### src/rtl/servant_irq_gen_if.sv
// rtl/servant_irq_gen_if.sv - Wishbone register bus bundle for servant_irq_gen
interface servant_irq_gen_if;
   logic [1:0]  wb_adr;
   logic [31:0] wb_dat;
   logic [3:0]  wb_sel;
   logic        wb_we;
   logic        wb_cyc;
   logic        wb_stb;
   logic [31:0] wb_rdt;
   logic        wb_ack;

   modport master (
      output wb_adr, wb_dat, wb_sel, wb_we, wb_cyc, wb_stb,
      input  wb_rdt, wb_ack
   );

   modport slave (
      input  wb_adr, wb_dat, wb_sel, wb_we, wb_cyc, wb_stb,
      output wb_rdt, wb_ack
   );
endinterface

### src/rtl/servant_irq_gen.sv
// rtl/servant_irq_gen.sv - programmable delayed level interrupt for the servant ext_irq pin
// Define SERVANT_IRQ_GEN_PERIODIC_EN to make CTRL.PERIODIC reload and keep counting after each expiry.
module servant_irq_gen #(
   parameter int DELAY_W    = 32,
   parameter int FIRE_CNT_W = 8
) (
   input  logic              wb_clk,
   input  logic              wb_rst_n,
   servant_irq_gen_if.slave  wb,
   output logic              ext_irq
);

   typedef enum logic [1:0] {
      S_IDLE  = 2'd0,
      S_COUNT = 2'd1,
      S_FIRE  = 2'd2
   } state_t;

   state_t                 state_q, state_d;
   logic [DELAY_W-1:0]     delay_q;
   logic [DELAY_W-1:0]     count_q, count_d;
   logic [FIRE_CNT_W-1:0]  fire_cnt_q, fire_cnt_d;
   logic                   periodic_q;
   logic                   overrun_q, overrun_d;
   logic                   irq_d;
   logic                   ack_q;
   logic [31:0]            rdt_q;
   logic                   ready_q;

   logic                   access;
   logic                   ctrl_wr;
   logic                   delay_wr;
   logic                   arm_wr;
   logic                   clr_wr;
   logic [31:0]            delay_merged;
   logic [31:0]            status_w;
   logic [31:0]            rd_mux;

   // ready_q holds off the bus for one edge after reset release so the first
   // ack cannot land on the edge that also sees the deassertion.
   assign access   = wb.wb_cyc & wb.wb_stb & ~ack_q & ready_q;
   assign ctrl_wr  = access & wb.wb_we & (wb.wb_adr == 2'd0) & wb.wb_sel[0];
   assign delay_wr = access & wb.wb_we & (wb.wb_adr == 2'd1);
   assign clr_wr   = ctrl_wr & wb.wb_dat[1];
   assign arm_wr   = ctrl_wr & wb.wb_dat[0] & ~wb.wb_dat[1];

   always_comb begin
      delay_merged = 32'(delay_q);
      for (int b = 0; b < 4; b++) begin
         if (wb.wb_sel[b]) begin
            delay_merged[8*b +: 8] = wb.wb_dat[8*b +: 8];
         end
      end
   end

   always_comb begin
      status_w                  = '0;
      status_w[0]               = ext_irq;
      status_w[1]               = (state_q == S_COUNT);
      status_w[2]               = overrun_q;
      status_w[8 +: FIRE_CNT_W] = fire_cnt_q;
   end

   always_comb begin
      rd_mux = '0;
      case (wb.wb_adr)
         2'd0:    rd_mux = {29'b0, periodic_q, 2'b0};
         2'd1:    rd_mux = 32'(delay_q);
         2'd2:    rd_mux = 32'(count_q);
         2'd3:    rd_mux = status_w;
         default: rd_mux = '0;
      endcase
   end

   always_comb begin
      state_d    = state_q;
      count_d    = count_q;
      fire_cnt_d = fire_cnt_q;
      overrun_d  = overrun_q;
      irq_d      = ext_irq;

      case (state_q)
         S_COUNT: begin
            if (count_q != '0) begin
               count_d = count_q - DELAY_W'(1);
            end else begin
               state_d    = S_FIRE;
               irq_d      = 1'b1;
               fire_cnt_d = fire_cnt_q + FIRE_CNT_W'(1);
`ifdef SERVANT_IRQ_GEN_PERIODIC_EN
               if (periodic_q) begin
                  count_d = delay_q;
               end
`endif
            end
         end
         S_FIRE: begin
`ifdef SERVANT_IRQ_GEN_PERIODIC_EN
            // Periodic mode keeps the counter alive while the interrupt is
            // pending; an expiry here means firmware missed one.
            if (periodic_q) begin
               if (count_q != '0) begin
                  count_d = count_q - DELAY_W'(1);
               end else begin
                  count_d    = delay_q;
                  overrun_d  = 1'b1;
                  fire_cnt_d = fire_cnt_q + FIRE_CNT_W'(1);
               end
            end
`endif
         end
         default: begin
         end
      endcase

      if (clr_wr) begin
         irq_d      = 1'b0;
         overrun_d  = 1'b0;
         fire_cnt_d = fire_cnt_q;
`ifdef SERVANT_IRQ_GEN_PERIODIC_EN
         if (wb.wb_dat[2] && (state_q != S_IDLE)) begin
            state_d = S_COUNT;
            count_d = (count_q != '0) ? count_q - DELAY_W'(1) : count_q;
         end else begin
            state_d = S_IDLE;
            count_d = count_q;
         end
`else
         state_d = S_IDLE;
         count_d = count_q;
`endif
      end else if (arm_wr) begin
         state_d    = S_COUNT;
         count_d    = delay_q;
         irq_d      = 1'b0;
         fire_cnt_d = fire_cnt_q;
         overrun_d  = overrun_q;
      end
   end

   always_ff @(posedge wb_clk or negedge wb_rst_n) begin
      if (!wb_rst_n) begin
         state_q    <= S_IDLE;
         count_q    <= '0;
         delay_q    <= '0;
         fire_cnt_q <= '0;
         periodic_q <= 1'b0;
         overrun_q  <= 1'b0;
         ext_irq    <= 1'b0;
         ack_q      <= 1'b0;
         rdt_q      <= '0;
         ready_q    <= 1'b0;
      end else begin
         ready_q    <= 1'b1;
         state_q    <= state_d;
         count_q    <= count_d;
         fire_cnt_q <= fire_cnt_d;
         overrun_q  <= overrun_d;
         ext_irq    <= irq_d;
         ack_q      <= access;
         rdt_q      <= access ? rd_mux : 32'd0;
         if (ctrl_wr) begin
            periodic_q <= wb.wb_dat[2];
         end
         if (delay_wr) begin
            delay_q <= delay_merged[DELAY_W-1:0];
         end
      end
   end

   assign wb.wb_ack = ack_q;
   assign wb.wb_rdt = rdt_q;

endmodule
### src/flat_wrapper.sv
// flat-port wrapper written by rule: the top's interface ports become plain ports
module servant_irq_gen_flat 
#(
   parameter int DELAY_W    = 32,
   parameter int FIRE_CNT_W = 8
)
  (wb_clk, wb_rst_n, ext_irq, wb_wb_adr, wb_wb_dat, wb_wb_sel, wb_wb_we, wb_wb_cyc, wb_wb_stb, wb_wb_rdt, wb_wb_ack);
  servant_irq_gen_if wb_i ();
  input  logic wb_clk;
  input  logic wb_rst_n;
  output logic ext_irq;
  input wire logic [$bits(wb_i.wb_adr)-1:0] wb_wb_adr;
  input wire logic [$bits(wb_i.wb_dat)-1:0] wb_wb_dat;
  input wire logic [$bits(wb_i.wb_sel)-1:0] wb_wb_sel;
  input wire logic [$bits(wb_i.wb_we)-1:0] wb_wb_we;
  input wire logic [$bits(wb_i.wb_cyc)-1:0] wb_wb_cyc;
  input wire logic [$bits(wb_i.wb_stb)-1:0] wb_wb_stb;
  output wire logic [$bits(wb_i.wb_rdt)-1:0] wb_wb_rdt;
  output wire logic [$bits(wb_i.wb_ack)-1:0] wb_wb_ack;
  assign wb_i.wb_adr = wb_wb_adr;
  assign wb_i.wb_dat = wb_wb_dat;
  assign wb_i.wb_sel = wb_wb_sel;
  assign wb_i.wb_we = wb_wb_we;
  assign wb_i.wb_cyc = wb_wb_cyc;
  assign wb_i.wb_stb = wb_wb_stb;
  assign wb_wb_rdt = wb_i.wb_rdt;
  assign wb_wb_ack = wb_i.wb_ack;
  servant_irq_gen #(.DELAY_W(DELAY_W), .FIRE_CNT_W(FIRE_CNT_W)) u_core (.wb_clk(wb_clk), .wb_rst_n(wb_rst_n), .wb(wb_i), .ext_irq(ext_irq));
endmodule
### config.mk
export PLATFORM = sky130hd
export DESIGN_NAME = servant_irq_gen_flat
export DESIGN_NICKNAME = d
export VERILOG_FILES = /design/src/rtl/servant_irq_gen_if.sv /design/src/rtl/servant_irq_gen.sv /design/src/flat_wrapper.sv
export SDC_FILE = /design/constraint.sdc
export NUM_CORES = 1
export LEC_CHECK = 0
export CAP_MARGIN = 30
export CORE_ASPECT_RATIO = 1.25
export CORE_UTILIZATION = 40
export DETAILED_ROUTE_END_ITERATION = 12
export PLACE_DENSITY = 0.6
export SLEW_MARGIN = 25
export SYNTH_ARGS = -nofsm -noshare
export SYNTH_HDL_FRONTEND = slang
export SYNTH_SLANG_ARGS = --single-unit
### constraint.sdc
create_clock -name wb_clk -period 6.23 [get_ports wb_clk]
set_input_delay 0.623 -clock wb_clk [delete_from_list [all_inputs] [get_ports wb_clk]]
set_output_delay 0.623 -clock wb_clk [all_outputs]
set_load 0.02 [all_outputs]
==> impl_metrics.json, run 1 <==
{
  "max_slew_margin_pct": 46.3,
  "yosys.area.top_type": "dfrtp_1",
  "pwr-share-clk_pct": 35.4,
  "gp_congestion": 0.846,
  "synthArstFlopShare_pct": 100,
  "synth-seq-cells": 109,
  "switching_share_pct": 26.4,
  "yosysSeqAreaShare_pct": 53.1,
  "cts_resized": 0,
  "peakVddDrop_v": 0.000136,
  "synth_top_area_share_pct": 53.1,
  "overflow": 0,
  "setup_viol": 0,
  "dp_slack_ps": 2740,
  "switchingPower_w": 0.000426,
  "synthTopCellsByArea": "dfrtp_1 53%, mux2_2 9.6%, a22oi_1 4.8%",
  "drv_cap": 0,
  "root_buffer": "clkbuf_16",
  "dp_hpwl_um": 8870,
  "worstPathArrival_ps": 3550,
  "synth_edf_count": 0,
  "ant_nets": 0,
  "layout_commonest_cell": "dfrtp_1",
  "endpoint_kind": "register",
  "drc": 0,
  "area_growth_syn_to_layout_pct": 24.3,
  "antenna_found_initial": 0,
  "final.setup_skew_ps": 6.76,
  "clkSinkCount": 109,
  "cts_setup_buffers": 0,
  "grt_pass1_vias": 4179,
  "num_antenna_cells": 0,
  "max_freq_mhz": 302,
  "h-tree-depth": 3,
  "seqPwrFrac_pct": 50.8,
  "grt_setup_unrepaired": "no",
  "finalCritPeriodShare_pct": 53.2,
  "timing.final.max_slew_violations": 0,
  "port_buffers": 76,
  "grt_max_degree": 67,
  "startpoint_type": "register",
  "die_h_um": 129,
  "fp-row-count": 45,
  "grt_pass1_wl_um": 21200,
  "holdBufCountCts": 0,
  "final_nets": 616,
  "fin_setup_tns_ps": 0,
  "tightest_slew_ps": 798,
  "cts_max_path_buffers": 2,
  "p_per_area_nw_per_um2": 253,
  "critPathKind": "register to register",
  "cts_tree": "yes",
  "yosysWarnings": 0,
  "drt_iter0_drc": 136,
  "drive_gt1_share_pct": 13.4,
  "hold_class": "primary input to async pin",
  "power_leakage_nw": 2.78,
  "vias_per_cell": 5.58,
  "status": "complete, no violations",
  "ys.flop_type": "dfrtp_1",
  "clkSlewWorstSetupHoldPaths_ps": 70,
  "utilization_pct": 51.8,
  "initial_core_util_pct": 41.6,
  "wl_per_cell_um": 17.1,
  "layout_min_cycle_time_ps": 3310,
  "clkLatencyLatePin_ps": 360,
  "required_ps": 6470,
  "route.vias.total": 4120,
  "p_comb_share_pct": 13.7,
  "setup_ws_ps": 2920,
  "track_usage_pct": 21.0,
  "synth_cells": 495,
  "design.die.area_um2": 13300,
  "total_power_w": 0.00161,
  "drt_first_pass_iters": 4,
  "fp.dieW_um": 103,
  "cts_buffers": 9,
  "finalHoldViolCount": 0,
  "synth_area_um2": 5130,
  "synth_fp_nets": 540,
  "wl_um": 12600,
  "num_io_pins": 77,
  "core_um2": 12300,
  "layout_common_cells": "109 x dfrtp_1, 75 x clkdlybuf4s50_1, 61 x nor2_1, 44 x mux2_2, 42 x nand2_1",
  "p_int_w": 0.00119,
  "worst-path-max-fanout": 14,
  "nFillCells": 1145,
  "yosys.cell_types.count": 50,
  "syn_avg_cell_area_um2": 10.4
}
## cell usage after synthesis, types with 10 or more instances
cell type and instances:
inv_1 10, nor2_1 61, mux2_2 44, nand2_1 42, nor4_1 13, a22oi_1 33, clkbuf_1 13, nor3_1 21
dfrtp_1 109, nand3_1 18, a21oi_1 14, o21ai_0 27
## registers in the layout (all words and copies together) (netlist names)
register           count
u_core.wb.wb_rdt      32
u_core.ready_q         1
u_core.wb.wb_ack       1
u_core.fire_cnt_q      8
u_core.periodic_q      1
u_core.state_q         2
u_core.count_q        32
u_core.delay_q        32
## final timing paths
| check | start | endpoint | slack, ps | cells past startpoint |
|---|---|---|---|---|
| max | u_core.count_q[0] | u_core.count_q[24] | 2920 | 9 |
| min | wb_rst_n | u_core.delay_q[10] | 160 | 1 |
| max reg2reg | u_core.count_q[0] | u_core.count_q[24] | 2920 | 9 |
| min reg2reg | u_core.periodic_q | u_core.periodic_q | 510 | 1 |
| max in group asynchronous | wb_rst_n | u_core.count_q[28] | 5230 | 2 |
| min in group wb_clk | u_core.periodic_q | u_core.periodic_q | 510 | 1 |
## layer usage
layer / share of wire, % / global-route usage [%] / wire length, um / up-vias
met2: 50 / 34.7 / 6330 / 89
met5: 0 / 0 / 0 / -
li1: - / - / - / 1975
met1: 45 / 27.1 / 5630 / 2039
met3: 2.9 / 2.44 / 364 / 17
met4: 2.3 / 10.4 / 295 / 0
## cells by family after synthesis
kind of cell	share of synthesized area (%)
AND/OR/NAND/NOR	17.5
AO/OA/AOI/OAI	15.1
flip-flops	53.1
multiplexers	9.84
buffers and inverters	2.68
XOR/XNOR	1.19
adder cells (fa/ha/maj)	0.487
other	0.0730
## through the flow
step                      area (um2)  cells  hold WS [ps]
after floorplan                 5130    495           327
after global placement          6060    722           480
after detailed placement        6060    722           497
after CTS                       6350    737           412
after global routing            6380    739           176
final                           6380    739           155
## layout make-up
type / count / area (um2) / share of cell area, %
Sequential cell: 109 / 2730 / 42.7
Multi-Input combinational cell: 355 / 2270 / 35.6
Timing Repair Buffer: 86 / 851 / 13.3
Clock buffer: 11 / 243 / 3.80
Tap cell: 164 / 205 / 3.21
Clock inverter: 4 / 48.8 / 0.764
Inverter: 10 / 37.5 / 0.588
## power by group through the flow
stage	registers, W	clock network (W)	logic (W)
final	0.000819	0.000572	0.000222
after global routing	0.000827	0.000607	0.000251
after CTS	0.000818	0.000580	0.000223
after detailed placement	0.000832	0	0.000222
after global placement	0.000831	0	0.000221
after floorplan	0.000813	0	0.000141
## worst max-delay path, cell delays in order, from the launching register on
cell	delay [ps]
dfrtp_1	440
inv_1	100
ha_1	210
nor3b_1	370
nand3_1	340
nor4_4	520
buf_4	290
or2b_1	410
o21ai_0	180
a221o_1	330
Power figures use the tool's default switching activity.
==> inputs of run 2 (changes only) <==
==> constraint.sdc (replaced) <==
create_clock -name wb_clk -period 3.4 [get_ports wb_clk]
set_input_delay 0.34 -clock wb_clk [delete_from_list [all_inputs] [get_ports wb_clk]]
set_output_delay 0.34 -clock wb_clk [all_outputs]
set_load 0.02 [all_outputs]
==> impl_metrics.json, run 2 (same netlist as run 1, synthesis figures left out) <==
{
  "final.setup_skew_ps": 10.5,
  "h-tree-depth": 3,
  "hold_class": "primary input to async pin",
  "cts_buffers": 9,
  "route.vias.total": 4194,
  "initial_core_util_pct": 41.6,
  "slowest_stage": "o31a_2",
  "drt_iter0_drc": 187,
  "final_cells": 751,
  "reg2reg_depth": 9,
  "peakVddDrop_v": 0.000198,
  "timing.final.max_slew_violations": 0,
  "clkSlewWorstSetupHoldPaths_ps": 70,
  "worstPathArrival_ps": 3230,
  "final_area_um2": 6460,
  "finalHoldViolCount": 0,
  "final_nets": 628,
  "grt_pass1_wl_um": 21400,
  "layout_commonest_cell": "dfrtp_1",
  "status": "complete, no violations",
  "dpl.cell_count": 734,
  "vias_per_cell": 5.58,
  "grt_setup_unrepaired": "no",
  "die_h_um": 129,
  "core_um2": 12300,
  "startpoint_type": "register",
  "grt_max_degree": 70,
  "design.die.area_um2": 13300,
  "port_buffers": 76,
  "clkLatencyLatePin_ps": 350,
  "p_per_area_nw_per_um2": 451,
  "required_ps": 3620,
  "max_slew_margin_pct": 44.2,
  "wl_per_cell_um": 17.3,
  "drive_gt1_share_pct": 15.2,
  "worst-path-max-fanout": 26,
  "total_power_w": 0.00291,
  "finalCritPeriodShare_pct": 88.3,
  "fin_setup_tns_ps": 0,
  "dp_hpwl_um": 9280,
  "layout_common_cells": "109 x dfrtp_1, 75 x clkdlybuf4s50_1, 61 x nor2_1, 44 x mux2_2, 42 x nand2_1",
  "endpoint_kind": "register",
  "antenna_found_initial": 0,
  "dpl_cell_area_um2": 6150,
  "r2r_end": "u_core.count_q[25]",
  "overflow": 0,
  "cts_tree": "yes",
  "layout_min_cycle_time_ps": 3000,
  "area_growth_syn_to_layout_pct": 25.9,
  "crit_chain": "inv_1 > ha_1 > nor3b_1 > nand3_1 > nor4_1 > buf_4 > o31a_2 > o21ai_0 > o311ai_0",
  "num_antenna_cells": 0,
  "grt_pass1_vias": 4213,
  "gp_congestion": 0.868,
  "drc": 0,
  "fp.dieW_um": 103,
  "cts_max_path_buffers": 2,
  "root_buffer": "clkbuf_16",
  "regToRegSetupSlack_ps": 400,
  "drt_first_pass_iters": 4,
  "wl_um": 13000,
  "ant_nets": 0,
  "critPathKind": "register to register",
  "drv_cap": 0,
  "clkSinkCount": 109,
  "fp-row-count": 45,
  "power_leakage_nw": 2.82,
  "tightest_slew_ps": 829,
  "max_freq_mhz": 333,
  "critical_path.max_stage_delay_ps": 470,
  "track_usage_pct": 21.0,
  "setup_viol": 0,
  "hold_slack_ps": 396,
  "num_io_pins": 77,
  "regToRegStartpoint": "u_core.count_q[0]"
}
## run 2: cell types whose count changed in the layout (fill, tap and decap cells not counted)
| cell | delta |
|---|---|
| buf_4 | +12 |
| clkinvlp_4 | +5 |
| clkinv_2 | -2 |
| bufinv_16 | -1 |
| clkbuf_1 | -1 |
| clkbuf_2 | -1 |
| clkinv_4 | -1 |
| dlygate4sd3_1 | +1 |
## run 2: per-layer routing
layer	global-route usage [%]	part of all wire, %
met1	26.9	43
met2	36.2	52
met3	2.50	4.1
met4	7.29	1.7
met5	0	0
## run 2: power breakdown
part / switching [W] / internal, W
clock network: 0.000468 / 0.000513
logic: 0.000221 / 0.000207
registers: 0.000113 / 0.00139
## run 2: layout make-up
class | instances | area [um2]
well taps | 164 | 205
clock inverters | 5 | 37.5
multi-input cells | 355 | 2270
flip-flops and latches | 109 | 2730
clock buffers | 10 | 239
inverters | 10 | 37.5
fillers | 1121 | 5870
repair buffers | 98 | 946
## run 2: worst max path at each step
stage / to / start / slack (ps) / cells after the start
global route: u_core.count_q[25] / u_core.count_q[0] / 190 / 9
CTS: u_core.count_q[25] / u_core.count_q[0] / 420 / 9
finish: u_core.count_q[25] / u_core.count_q[0] / 400 / 9
floorplan: u_core.fire_cnt_q[1] / u_core.count_q[29] / 1050 / 6
detailed placement: u_core.count_q[25] / u_core.count_q[0] / 450 / 9
global placement: u_core.count_q[3] / u_core.count_q[0] / 460 / 9
## run 2: critical path, delay by kind of cell (launching register included)
family | cells | cell delay [ps]
compound gates | 3 | 810
fa+ha+maj | 1 | 220
buf+inv | 2 | 290
flops | 1 | 440
simple gates | 3 | 1120
## run 2: per-stage QoR
stage / utilization, % / setup slack, ps
3_3_place_gp: 49.9 / 458
5_1_grt: 52.4 / 190
3_5_place_dp: 49.9 / 451
4_1_cts: 52.1 / 423
2_1_floorplan: - / 1050
6_report: 52.4 / 397
## run 2: what timing repair did
action                    4_1_cts  5_1_grt
hold buffers                    0        1
hold endpoints to repair        0       14
resized for setup               0        0
buffers inserted                0        0
